$ cat config.mk
export PLATFORM = sky130hd
export DESIGN_NAME = rf_wb_arbiter
export DESIGN_NICKNAME = d
export VERILOG_FILES = /design/src/rtl/rf_wb_arbiter.sv
export SDC_FILE = /design/constraint.sdc
export NUM_CORES = 1
export LEC_CHECK = 0
export CORE_MARGIN = 2
export CORE_UTILIZATION = 31
export DETAILED_ROUTE_END_ITERATION = 12
export REMOVE_ABC_BUFFERS = 1
export SLEW_MARGIN = 40
export SYNTH_ARGS = -nofsm -noshare
export SYNTH_HDL_FRONTEND = slang
export SYNTH_SLANG_ARGS = --single-unit
$ cat constraint.sdc
create_clock -name clk -period 2.7 [get_ports clk]
set_input_delay 0.27 -clock clk [delete_from_list [all_inputs] [get_ports clk]]
set_output_delay 0.27 -clock clk [all_outputs]
set_load 0.01 [all_outputs]
$ cat src/rtl/rf_wb_arbiter.sv
// Arbitrates the register-file write port between the WB stage (priority) and a
// buffered secondary source; exports pending-write mask and starvation stall request.
module rf_wb_arbiter #(
  parameter int unsigned FIFO_DEPTH   = 2,
  parameter int unsigned STARVE_LIMIT = 4
) (
  input  logic                          clk,
  input  logic                          rst,
  input  logic                          wb_we,
  input  logic [4:0]                    wb_addr,
  input  logic [31:0]                   wb_data,
  input  logic                          sec_valid,
  output logic                          sec_ready,
  input  logic [4:0]                    sec_addr,
  input  logic [31:0]                   sec_data,
  output logic                          rf_we,
  output logic [4:0]                    rf_waddr,
  output logic [31:0]                   rf_wdata,
  output logic [31:0]                   pend_mask,
  output logic                          stall_req,
  output logic [$clog2(FIFO_DEPTH):0]   fifo_count
);

  localparam int unsigned PW = $clog2(FIFO_DEPTH);
  localparam int unsigned CW = PW + 1;
  localparam int unsigned SW = $clog2(STARVE_LIMIT + 1);

  logic [4:0]    addr_q [FIFO_DEPTH];
  logic [31:0]   data_q [FIFO_DEPTH];
  logic [PW-1:0] wptr_q, wptr_d;
  logic [PW-1:0] rptr_q, rptr_d;
  logic [CW-1:0] count_q, count_d;
  logic [SW-1:0] starve_q, starve_d;
  logic          stall_q, stall_d;

  logic empty, full, push, pop;

  assign empty = (count_q == '0);
  assign full  = (count_q == CW'(FIFO_DEPTH));
  assign sec_ready = !full;

  // Writes to r0 are acknowledged but never queued.
  assign push = sec_valid && sec_ready && (sec_addr != 5'd0);
  assign pop  = !wb_we && !empty;

  // Write-port grant: pipeline first, otherwise the FIFO head.
  always_comb begin
    rf_we    = 1'b0;
    rf_waddr = wb_addr;
    rf_wdata = wb_data;
    if (!rst) begin
      if (wb_we) begin
        rf_we = 1'b1;
      end else if (!empty) begin
        rf_we    = 1'b1;
        rf_waddr = addr_q[rptr_q];
        rf_wdata = data_q[rptr_q];
      end
    end
  end

  // Pending mask over the occupied slots, walking from the head.
  always_comb begin
    pend_mask = '0;
    for (int unsigned k = 0; k < FIFO_DEPTH; k++) begin
      if (CW'(k) < count_q) begin
        pend_mask[addr_q[rptr_q + PW'(k)]] = 1'b1;
      end
    end
    pend_mask[0] = 1'b0;
  end

  always_comb begin
    wptr_d   = wptr_q;
    rptr_d   = rptr_q;
    count_d  = count_q;
    starve_d = starve_q;
    if (push) wptr_d = wptr_q + PW'(1);
    if (pop)  rptr_d = rptr_q + PW'(1);
    case ({push, pop})
      2'b10:   count_d = count_q + CW'(1);
      2'b01:   count_d = count_q - CW'(1);
      default: count_d = count_q;
    endcase
    if (pop || empty) begin
      starve_d = '0;
    end else if (starve_q < SW'(STARVE_LIMIT)) begin
      starve_d = starve_q + SW'(1);
    end
    stall_d = (starve_d == SW'(STARVE_LIMIT));
  end

  always_ff @(posedge clk or posedge rst) begin
    if (rst) begin
      wptr_q   <= '0;
      rptr_q   <= '0;
      count_q  <= '0;
      starve_q <= '0;
      stall_q  <= 1'b0;
    end else begin
      wptr_q   <= wptr_d;
      rptr_q   <= rptr_d;
      count_q  <= count_d;
      starve_q <= starve_d;
      stall_q  <= stall_d;
    end
  end

  // Payload storage needs no reset; occupancy is tracked by count_q.
  always_ff @(posedge clk) begin
    if (push) begin
      addr_q[wptr_q] <= sec_addr;
      data_q[wptr_q] <= sec_data;
    end
  end

  assign stall_req  = stall_q;
  assign fifo_count = count_q;

endmodule

Word-level counts from Yosys, hierarchy flattened
Memories as Yosys holds them, arrays and structs flattened.
Index checks and enable logic that the tools add are counted.
{"block": "totals", "reg_bits": 8, "ram_bits": 74, "inputBits": 78, "mem_count": 2}
{"name": "data_q", "words": 2, "word_bits": 32, "read_ports": 1, "rd_ports_with_merged_regs": 0, "wr": 1, "line_no": "29", "source": "logic [31:0] data_q [FIFO_DEPTH];"}
{"name": "addr_q", "words": 2, "word_bits": 5, "read_ports": 2, "rd_ports_with_merged_regs": 0, "wr": 1, "line_no": "28", "source": "logic [4:0] addr_q [FIFO_DEPTH];"}
{"block": "classes", "add_sub_neg": 5, "order_cmp": 7, "eq_ne": 4, "mux": 20, "n_bitwise": 1, "reduce_logical": 12}
{"operator": "$mux 32", "n": 5}
{"operator": "$or 32x32->32", "n": 1}
{"operator": "$mux 5", "n": 3}
{"operator": "$lt 5x6->1 const B", "n": 2}
{"operator": "$demux 1 s5", "n": 2}
{"operator": "$ge 5x1->1 const B", "n": 2}
{"operator": "$mux 1", "n": 7}
{"operator": "$mux 3", "n": 2}
{"operator": "$logic_and 1x1->1", "n": 5}
{"operator": "$reduce_bool 5->1", "n": 1}
{"operator": "$eq 2x2->1 const B", "n": 2}
{"operator": "$lt 1x2->1 const A", "n": 2}
{"operator": "$pmux 2 s2", "n": 1}
{"operator": "$add 3x1->3 const B", "n": 1}
{"operator": "$eq 3x3->1 const B", "n": 1}
{"operator": "$logic_not 1->1", "n": 3}
{"operator": "$lt 3x3->1 const B", "n": 1}
{"operator": "$add 1x1->1 const B", "n": 2}
{"operator": "$add 2x1->2 const B", "n": 1}
{"operator": "$eq 2x1->1 const B", "n": 1}
{"operator": "$logic_not 2->1", "n": 1}
{"operator": "$reduce_bool 2->1", "n": 1}
{"operator": "$sub 2x1->2 const B", "n": 1}
{"operator": "$logic_or 1x1->1", "n": 1}

Logic depth before layout (Yosys ltp)
Gate-level depths: netlist of the first run.
An unclocked memory read counts as a cell.
{"block": "depth", "ltp_word": 8, "depth_mapped": 8, "depth_no_buf": 7}

Worst setup path before layout of the first run
Ideal clock, no wire load.
{"block": "synth_path", "path_kind": "register to register", "start": "register count_q[0] (netlist: fifo_count[0])", "end": "memory addr_q[0][0], enable pin", "arrival_ps": 2533, "setup_slack_ps": -264, "path_stages_with_launch": 6, "path_buffers": 0, "synth_period_minus_slack_ps": 2964, "path_cell_list": "dfrtp_1 inv_1 ha_1 inv_1 o211ai_2 nor2_1"}
{"block": "synth_via", "elab_chain_len": 6}
{"item": "from (decl)", "line_no": "32", "source": "logic [CW-1:0] count_q, count_d;"}
{"item": "from (signal assigned)", "line_no": "103", "source": "count_q <= count_d;"}
{"item": "$eq 2x2->1", "line_no": "39", "source": "assign full = (count_q == CW'(FIFO_DEPTH));"}
{"item": "$logic_not 1->1", "line_no": "40", "source": "assign sec_ready = !full;"}
{"item": "named net sec_ready", "line_no": "13", "source": "output logic sec_ready,"}
{"item": "$logic_and 1x1->1 (2 in a row)", "line_no": "43", "source": "assign push = sec_valid && sec_ready && (sec_addr != 5'd0);"}
{"item": "$mux 1", "line_no": "111", "source": "if (push) begin"}
{"item": "$mux 1 (not written as such)", "line_no": "112", "source": "addr_q[wptr_q] <= sec_addr;"}
{"item": "to (decl)", "line_no": "28"}
The timed path passes the listed nets, and every way through them passes these cells.

Worst setup path after layout of the first run
{"block": "layout_path", "start": "register rptr_q", "end": "output pend_mask[24]"}
{"block": "layout_via", "elab_chain_len": 8}
{"item": "from (decl)", "line_no": "31", "source": "logic [PW-1:0] rptr_q, rptr_d;"}
{"item": "from (signal assigned)", "line_no": "102", "source": "rptr_q <= rptr_d;"}
{"item": "$add 1x1->1 / $mem_v2 2x5 (equally long branches)"}
{"item": "$mem_v2 2x5 (*)"}
{"item": "$lt 5x6->1 (not written as such), or another cell as far along", "line_no": "67", "source": "pend_mask[addr_q[rptr_q + PW'(k)]] = 1'b1;"}
{"item": "$logic_and 1x1->1 (not written as such) / $mux 1 (equally long branches)", "line_no": "67"}
{"item": "$mux 1 (not written as such) / $demux 1 s5 (equally long branches)", "line_no": "67"}
{"item": "$demux 1 s5 / $mux 32 (equally long branches)", "line_no": "67, 66"}
{"item": "$or 32x32->32 (no source line)"}
{"item": "$mux 32 (*)", "line_no": "66", "source": "if (CW'(k) < count_q) begin"}
{"item": "to (decl)", "line_no": "19", "source": "output logic [31:0] pend_mask,"}
Every way passes the cells marked *; elsewhere a longest branch is shown, timed or not.

==> qor.yml, run 1 <==
run_status: "completed"
path_cells: "buf_4 -> mux2_2 -> nand3_1 -> o22ai_1 -> clkdlybuf4s50_1"
tritoncts: "yes"
ys_seq_area_frac: 0.600
cts-hold-fix-buffers: 0
fmax_mhz: 380
power.ir.vdd_worst_uv: 365
critical-path-slowest-cell: "sky130_fd_sc_hd__clkdlybuf4s50_1"
post_synth_num_cell_types: 34
most_numerous_cell_types_in_the_synthesized_netlist: "sky130_fd_sc_hd__edfxtp_1, sky130_fd_sc_hd__nor2_1, sky130_fd_sc_hd__mux2i_1"
detailroute.via_count: 3290
powerDensity_nw_per_um2: 859
setup-violations-final: 0
die_area_sq_um: 13900
route.detailed.vias_per_inst: 4.95
port-buffer-count: 150
dp_slack_ns: 0.242
delay_of_the_slowest_critical_path_stage_ns: 0.57
worst_ep_required_time_ns: 2.43
post_synth.cell_area_avg_sq_um: 12.1
total_i_o_pin_count: 152
mappedNetlistArea_sq_um: 4030
path_delay_family: "buffers and inverters"
flow.area_growth_from_synthesis_pct: 53.2
cts_num_sinks: 82
fp.dieW_um: 118
grt_pass1_wl_um: 16700
route.detailed.wl_per_inst_um: 16.1
total_inserted_antenna_cells: 0
fp.dieH_um: 118
r2r-end: "data_q[1][31]"
floorplan.core_area_sq_um: 12700
cts_root_buf: "sky130_fd_sc_hd__clkbuf_16"
timing.reg2reg.worst_path_depth: 6
timing.setup.critical_path_class: "flop to primary output"
cap_viol_max_count: 0
post_synth_inst_count: 334
final_period_minus_worst_setup_slack_ns: 2.63
clock_path_buffers: 2
drc_errors: 0
critical_path.reg2reg.startpoint: "fifo_count[1]"
clock_insertion_delay_worst_skew_ns: 0.33
rsz0062_at_grt: "yes"
hold_path_class: "primary input to async pin"
drive_gt1_frac: 0.101
post-layout-total-power_w: 0.00531
detail_route.first_pass.iterations: 4
report.final.hold_viol_count: 0
setup_ws_ns: 0.0679
place_congestion: 0.866
synth-main-ff-cell: "sky130_fd_sc_hd__edfxtp_1"
synth_area_leaders: "sky130_fd_sc_hd__edfxtp_1, sky130_fd_sc_hd__mux2i_1, sky130_fd_sc_hd__dfrtp_1"
drt_wl_total_um: 10700
final_net_count: 571
grt_pass1_vias: 3310
grt.total_usage: 0.153
post-synth-top-count-cell: "sky130_fd_sc_hd__edfxtp_1"
grt_max_degree: 38
crit_path_end_kind: "primary output"
grt_antenna_before_repair: 0
timing.final.max_slew_violations: 0
fin_crit_sh: 0.975
dpl.hpwl_um: 7410
worst-r2r-setup-slack_ns: 0.87
cts_max_level: 3
globalRouteOverflowTotal: 0
asyncSetResetFlopFracSynth: 0.0976
synth_top_area_cell: "sky130_fd_sc_hd__edfxtp_1"
critical_path.startpoint_type: "flop"
post_synth_edffs: 74
route.antenna.remaining_nets: 0
yosys_register_bits: 82
timing.clock.skew_ns: 0.00704
clk_transition_reported_paths_ns: 0.06
cts_made_buffers: 9
cp.buffers_inverters: 2
crit_path_max_fanout: 13
synth.yosys.warnings: 0
floorplan.initialDensity: 0.318
cp_data_arrival_time_ns: 2.36
p_leak_nw: 2.32
drt_iter0_markers: 144
post-synth-top-area-fraction: 0.551
fp-row-count: 41
[cells in the final DEF, fill, tap and decap left out, drive strengths merged, types with 7 or more instances in the layout]
master,synthesis,routed
clkdlybuf4s50,0,139
edfxtp,74,74
nor2,48,48
mux2i,39,39
a21oi,38,38
o22ai,31,31
clkbuf,4,12
o21ai,12,12
dlymetal6s2s,0,11
buf,15,11
nand3,9,9
dfrtp,8,8
nor3b,7,7
[what timing repair did]
action                                  in CTS  in global routing
endpoints found under the setup margin      53                 49
cloned                                       1                  0
hold endpoints to repair                     0                  0
gates resized for setup                     10                 34
pin swaps                                    1                  0
setup buffers                                3                  1
[worst register-to-register path: stages (launching register included)]
cell and delay (ns):
sky130_fd_sc_hd__dfrtp_1 0.40, sky130_fd_sc_hd__buf_4 0.16, sky130_fd_sc_hd__ha_1 0.17, sky130_fd_sc_hd__inv_1 0.10, sky130_fd_sc_hd__o211ai_2 0.20, sky130_fd_sc_hd__nor2_4 0.14
sky130_fd_sc_hd__buf_4 0.32
[worst max-delay path by stage]
stage,start,to,cells past startpoint,slack [ns]
after floorplan,fifo_count[0],rf_waddr[2],4,-2.64
after CTS,rptr_q,pend_mask[21],4,0.03
after detailed placement,rptr_q,rf_wdata[29],4,0.24
after global placement,rptr_q,rf_wdata[29],4,0.27
after global routing,rptr_q,pend_mask[14],5,-0.06
final,rptr_q,pend_mask[24],5,0.07
[cell families after synthesis]
logic type	share of synthesized area
AOI/OAI and AO/OA	0.123
xor gates and xnor gates	0.0109
adders and majority gates	0.0155
buffers and inverters	0.0344
DFF	0.600
muxes	0.108
other	0.000930
and+or+nand+nor	0.107
[state kept, by name (all words and copies together), names as in the netlist]
| register | cells |
|---|---|
| stall_req | 1 |
| fifo_count | 2 |
| data_q | 64 |
| starve_q | 3 |
| rptr_q | 1 |
| wptr_q | 1 |
| addr_q | 10 |
[report_power, final]
part           switching, W  total [W]  leakage [nW]  internal [W]
logic               0.00123    0.00236          1.42       0.00113
registers          0.000164    0.00190         0.789       0.00173
clock network      0.000437    0.00105         0.119      0.000613
total               0.00183    0.00531          2.32       0.00348
[routing by layer]
metal  vias to the layer above  track usage  share of wire
met3                        13       0.0494          0.079
met5                         -            0              0
li1                       1587            -              -
met2                       143        0.255           0.49
met1                      1547        0.182           0.42
met4                         0       0.0602          0.016
[layout make-up]
cell class	count	area (sq um)
clock inverter	4	18.8
tap	172	215
sequential	82	2430
fill	1188	6490
inverter	6	22.5
timing repair buffer	162	1680
multi-input combinational	227	1580
clock buffer	12	236
[metrics by stage]
step                TNS (ns)  instance area [sq um]  utilization  cells  hold slack, ns
floorplan            -121.74                   3920            -    315          0.0857
global placement           0                   5720        0.451    644           0.516
detailed placement         0                   5720        0.451    644           0.524
CTS                        0                   6070        0.479    664           0.313
global route          -0.282                   6180        0.488    665           0.362
finish                     0                   6180        0.488    665           0.321
Note: power is estimated with default switching activity, not from simulation.
==> run 2: changes to the inputs <==
SKIP_LAST_GASP = 1   (was not set)
==> qor.yml, run 2 (same netlist as run 1, synthesis figures left out) <==
run_status: "completed"  # unchanged
clkPwrFrac: 0.198  # about the same
grt_pass1_wl_um: 16700  # unchanged
drive_gt1_frac: 0.105  # was 0.101
p_leak_nw: 2.29  # was 2.32 nW
powerDensity_nw_per_um2: 860  # was 859 nW/um^2
fp-row-count: 41  # unchanged
setup-violations-final: 0  # unchanged
total_inserted_antenna_cells: 0  # unchanged
crit_path_max_fanout: 5  # was 13
tritoncts: "yes"  # unchanged
rsz0062_at_grt: "yes"  # unchanged
clk_transition_reported_paths_ns: 0.06  # about the same
drt_wl_total_um: 10800  # was 10700 um
dp_slack_ns: 0.242  # unchanged
timing.clock.skew_ns: 0.00884  # was 0.00704 ns
worst_ep_required_time_ns: 2.43  # about the same
final_period_minus_worst_setup_slack_ns: 2.64  # was 2.63 ns
comb_power_share: 0.445  # about the same
floorplan.core_area_sq_um: 12700  # unchanged
report.final.hold_viol_count: 0  # unchanged
detailroute.via_count: 3303  # was 3290
cts_root_buf: "sky130_fd_sc_hd__clkbuf_16"  # unchanged
flow.area_growth_from_synthesis_pct: 53.3  # was 53.2%
final_core_utilization: 0.488  # about the same
timing.final.max_slew_violations: 0  # unchanged
route.detailed.vias_per_inst: 4.97  # was 4.95
globalRouteOverflowTotal: 0  # unchanged
place_congestion: 0.866  # unchanged
power.switching_w: 0.00184  # was 0.00183 W
grt.total_usage: 0.153  # unchanged
port-buffer-count: 150  # unchanged
crit_path_end_kind: "primary output"  # unchanged
drt_iter0_markers: 151  # was 144
clock_insertion_delay_worst_skew_ns: 0.33  # about the same
clock_path_buffers: 2  # unchanged
largest_register_ff_count: 64  # unchanged
detail_route.first_pass.iterations: 4  # unchanged
cts_num_sinks: 82  # unchanged
cts_max_level: 3  # unchanged
fp.dieH_um: 118  # unchanged
fin_crit_sh: 0.979  # was 0.975
cp_data_arrival_time_ns: 2.37  # was 2.36 ns
critical_path.startpoint_type: "flop"  # unchanged
grt_antenna_before_repair: 0  # unchanged
die_area_sq_um: 13900  # unchanged
max_flop_register: "data_q"  # unchanged
floorplan.initialDensity: 0.318  # unchanged
grt_max_degree: 38  # unchanged
final_net_count: 571  # unchanged
timing.setup.critical_path_class: "flop to primary output"  # unchanged
hold_path_class: "primary input to async pin"  # unchanged
grt_pass1_vias: 3310  # unchanged
route.antenna.remaining_nets: 0  # unchanged
layout.cells.most_common: "sky130_fd_sc_hd__clkdlybuf4s50_1"  # unchanged
power.internal_w: 0.00348  # about the same
dpl.hpwl_um: 7410  # unchanged
setup_ws_ns: 0.0565  # was 0.0679 ns
p_sw_frac: 0.346  # was 0.345
drc_errors: 0  # unchanged
post-layout-total-power_w: 0.00532  # was 0.00531 W
cts_made_buffers: 9  # unchanged
fmax_mhz: 378  # was 380 MHz
fp.dieW_um: 118  # unchanged
power.ir.vdd_worst_uv: 364  # was 365 uV
mostFrequentLayoutCells: "sky130_fd_sc_hd__clkdlybuf4s50_1, sky130_fd_sc_hd__edfxtp_1, sky130_fd_sc_hd__nor2_1"  # unchanged
total_i_o_pin_count: 152  # unchanged
route.detailed.wl_per_inst_um: 16.2  # was 16.1 um
cap_viol_max_count: 0  # unchanged
largest_registers: "data_q (64), addr_q (10), starve_q (3)"  # unchanged
power.sequential.fraction: 0.357  # about the same
[run 2: cell count changes in the layout (fill, tap and decap cells not counted), sizes merged]
| cell | previous run | this run |
|---|---|---|
| dlymetal6s2s | 11 | 9 |
| clkdlybuf4s50 | 139 | 141 |
[run 2: per-layer routing]
metal / vias up / wire [um] / GRT usage
li1: 1588 / - / -
met1: 1561 / 4510 / 0.182
met2: 145 / 5250 / 0.255
met3: 9 / 879 / 0.0494
met4: 0 / 115 / 0.0602
met5: - / 0 / 0
[run 2: layout make-up]
| class | instances | area, sq um |
|---|---|---|
| clock buffers | 12 | 236 |
| well taps | 172 | 215 |
| fillers | 1187 | 6490 |
| inverters | 6 | 22.5 |
| clock inverters | 4 | 18.8 |
| flip-flops and latches | 82 | 2430 |
| multi-input cells | 227 | 1590 |
| repair buffers | 162 | 1670 |
[run 2: through the flow]
| step | setup TNS, ns | hold slack, ns | instance area (sq um) | cells |
|---|---|---|---|---|
| 2_1_floorplan | -121.74 | 0.0857 | 3920 | 315 |
| 3_3_place_gp | 0 | 0.516 | 5720 | 644 |
| 3_5_place_dp | 0 | 0.524 | 5720 | 644 |
| 4_1_cts | -0.00928 | 0.313 | 6070 | 664 |
| 5_1_grt | -0.191 | 0.362 | 6180 | 665 |
| 6_report | 0 | 0.319 | 6180 | 665 |
[run 2: power groups by stage]
stage,sequential (W),clock [W],combinational (W)
after CTS,0.00190,0.00108,0.00229
after global routing,0.00193,0.00113,0.00257
after detailed placement,0.00193,0,0.00215
final,0.00190,0.00105,0.00237
after floorplan,0.00201,0,0.00116
after global placement,0.00191,0,0.00213
[run 2: critical path, cell delays in order (launching register included)]
cell and delay, ns:
sky130_fd_sc_hd__dfrtp_1 0.38, sky130_fd_sc_hd__inv_1 0.09, sky130_fd_sc_hd__ha_1 0.20, sky130_fd_sc_hd__nor2b_2 0.32, sky130_fd_sc_hd__o211ai_1 0.25, sky130_fd_sc_hd__o22ai_1 0.21, sky130_fd_sc_hd__clkdlybuf4s50_1 0.57
[run 2: final timing paths]
path	from	endpoint	slack, ns	cells after the start
setup / recovery	fifo_count[1]	pend_mask[14]	0.06	6
hold / removal	rst	fifo_count[1]	0.32	2
setup reg to reg	fifo_count[1]	data_q[1][31]	0.86	6
hold reg to reg	fifo_count[0]	fifo_count[0]	0.54	1
max in group asynchronous	rst	rptr_q	2.10	2
min in group clk	sec_data[21]	data_q[0][21]	0.52	1
[run 2: what timing repair did]
item | 4_1_cts | 5_1_grt
cloned | 1 | 0
hold buffers | 0 | 0
setup endpoints to repair | 53 | 65
buffers inserted | 3 | 1
pin swaps | 1 | 0
gates resized for setup | 9 | 36
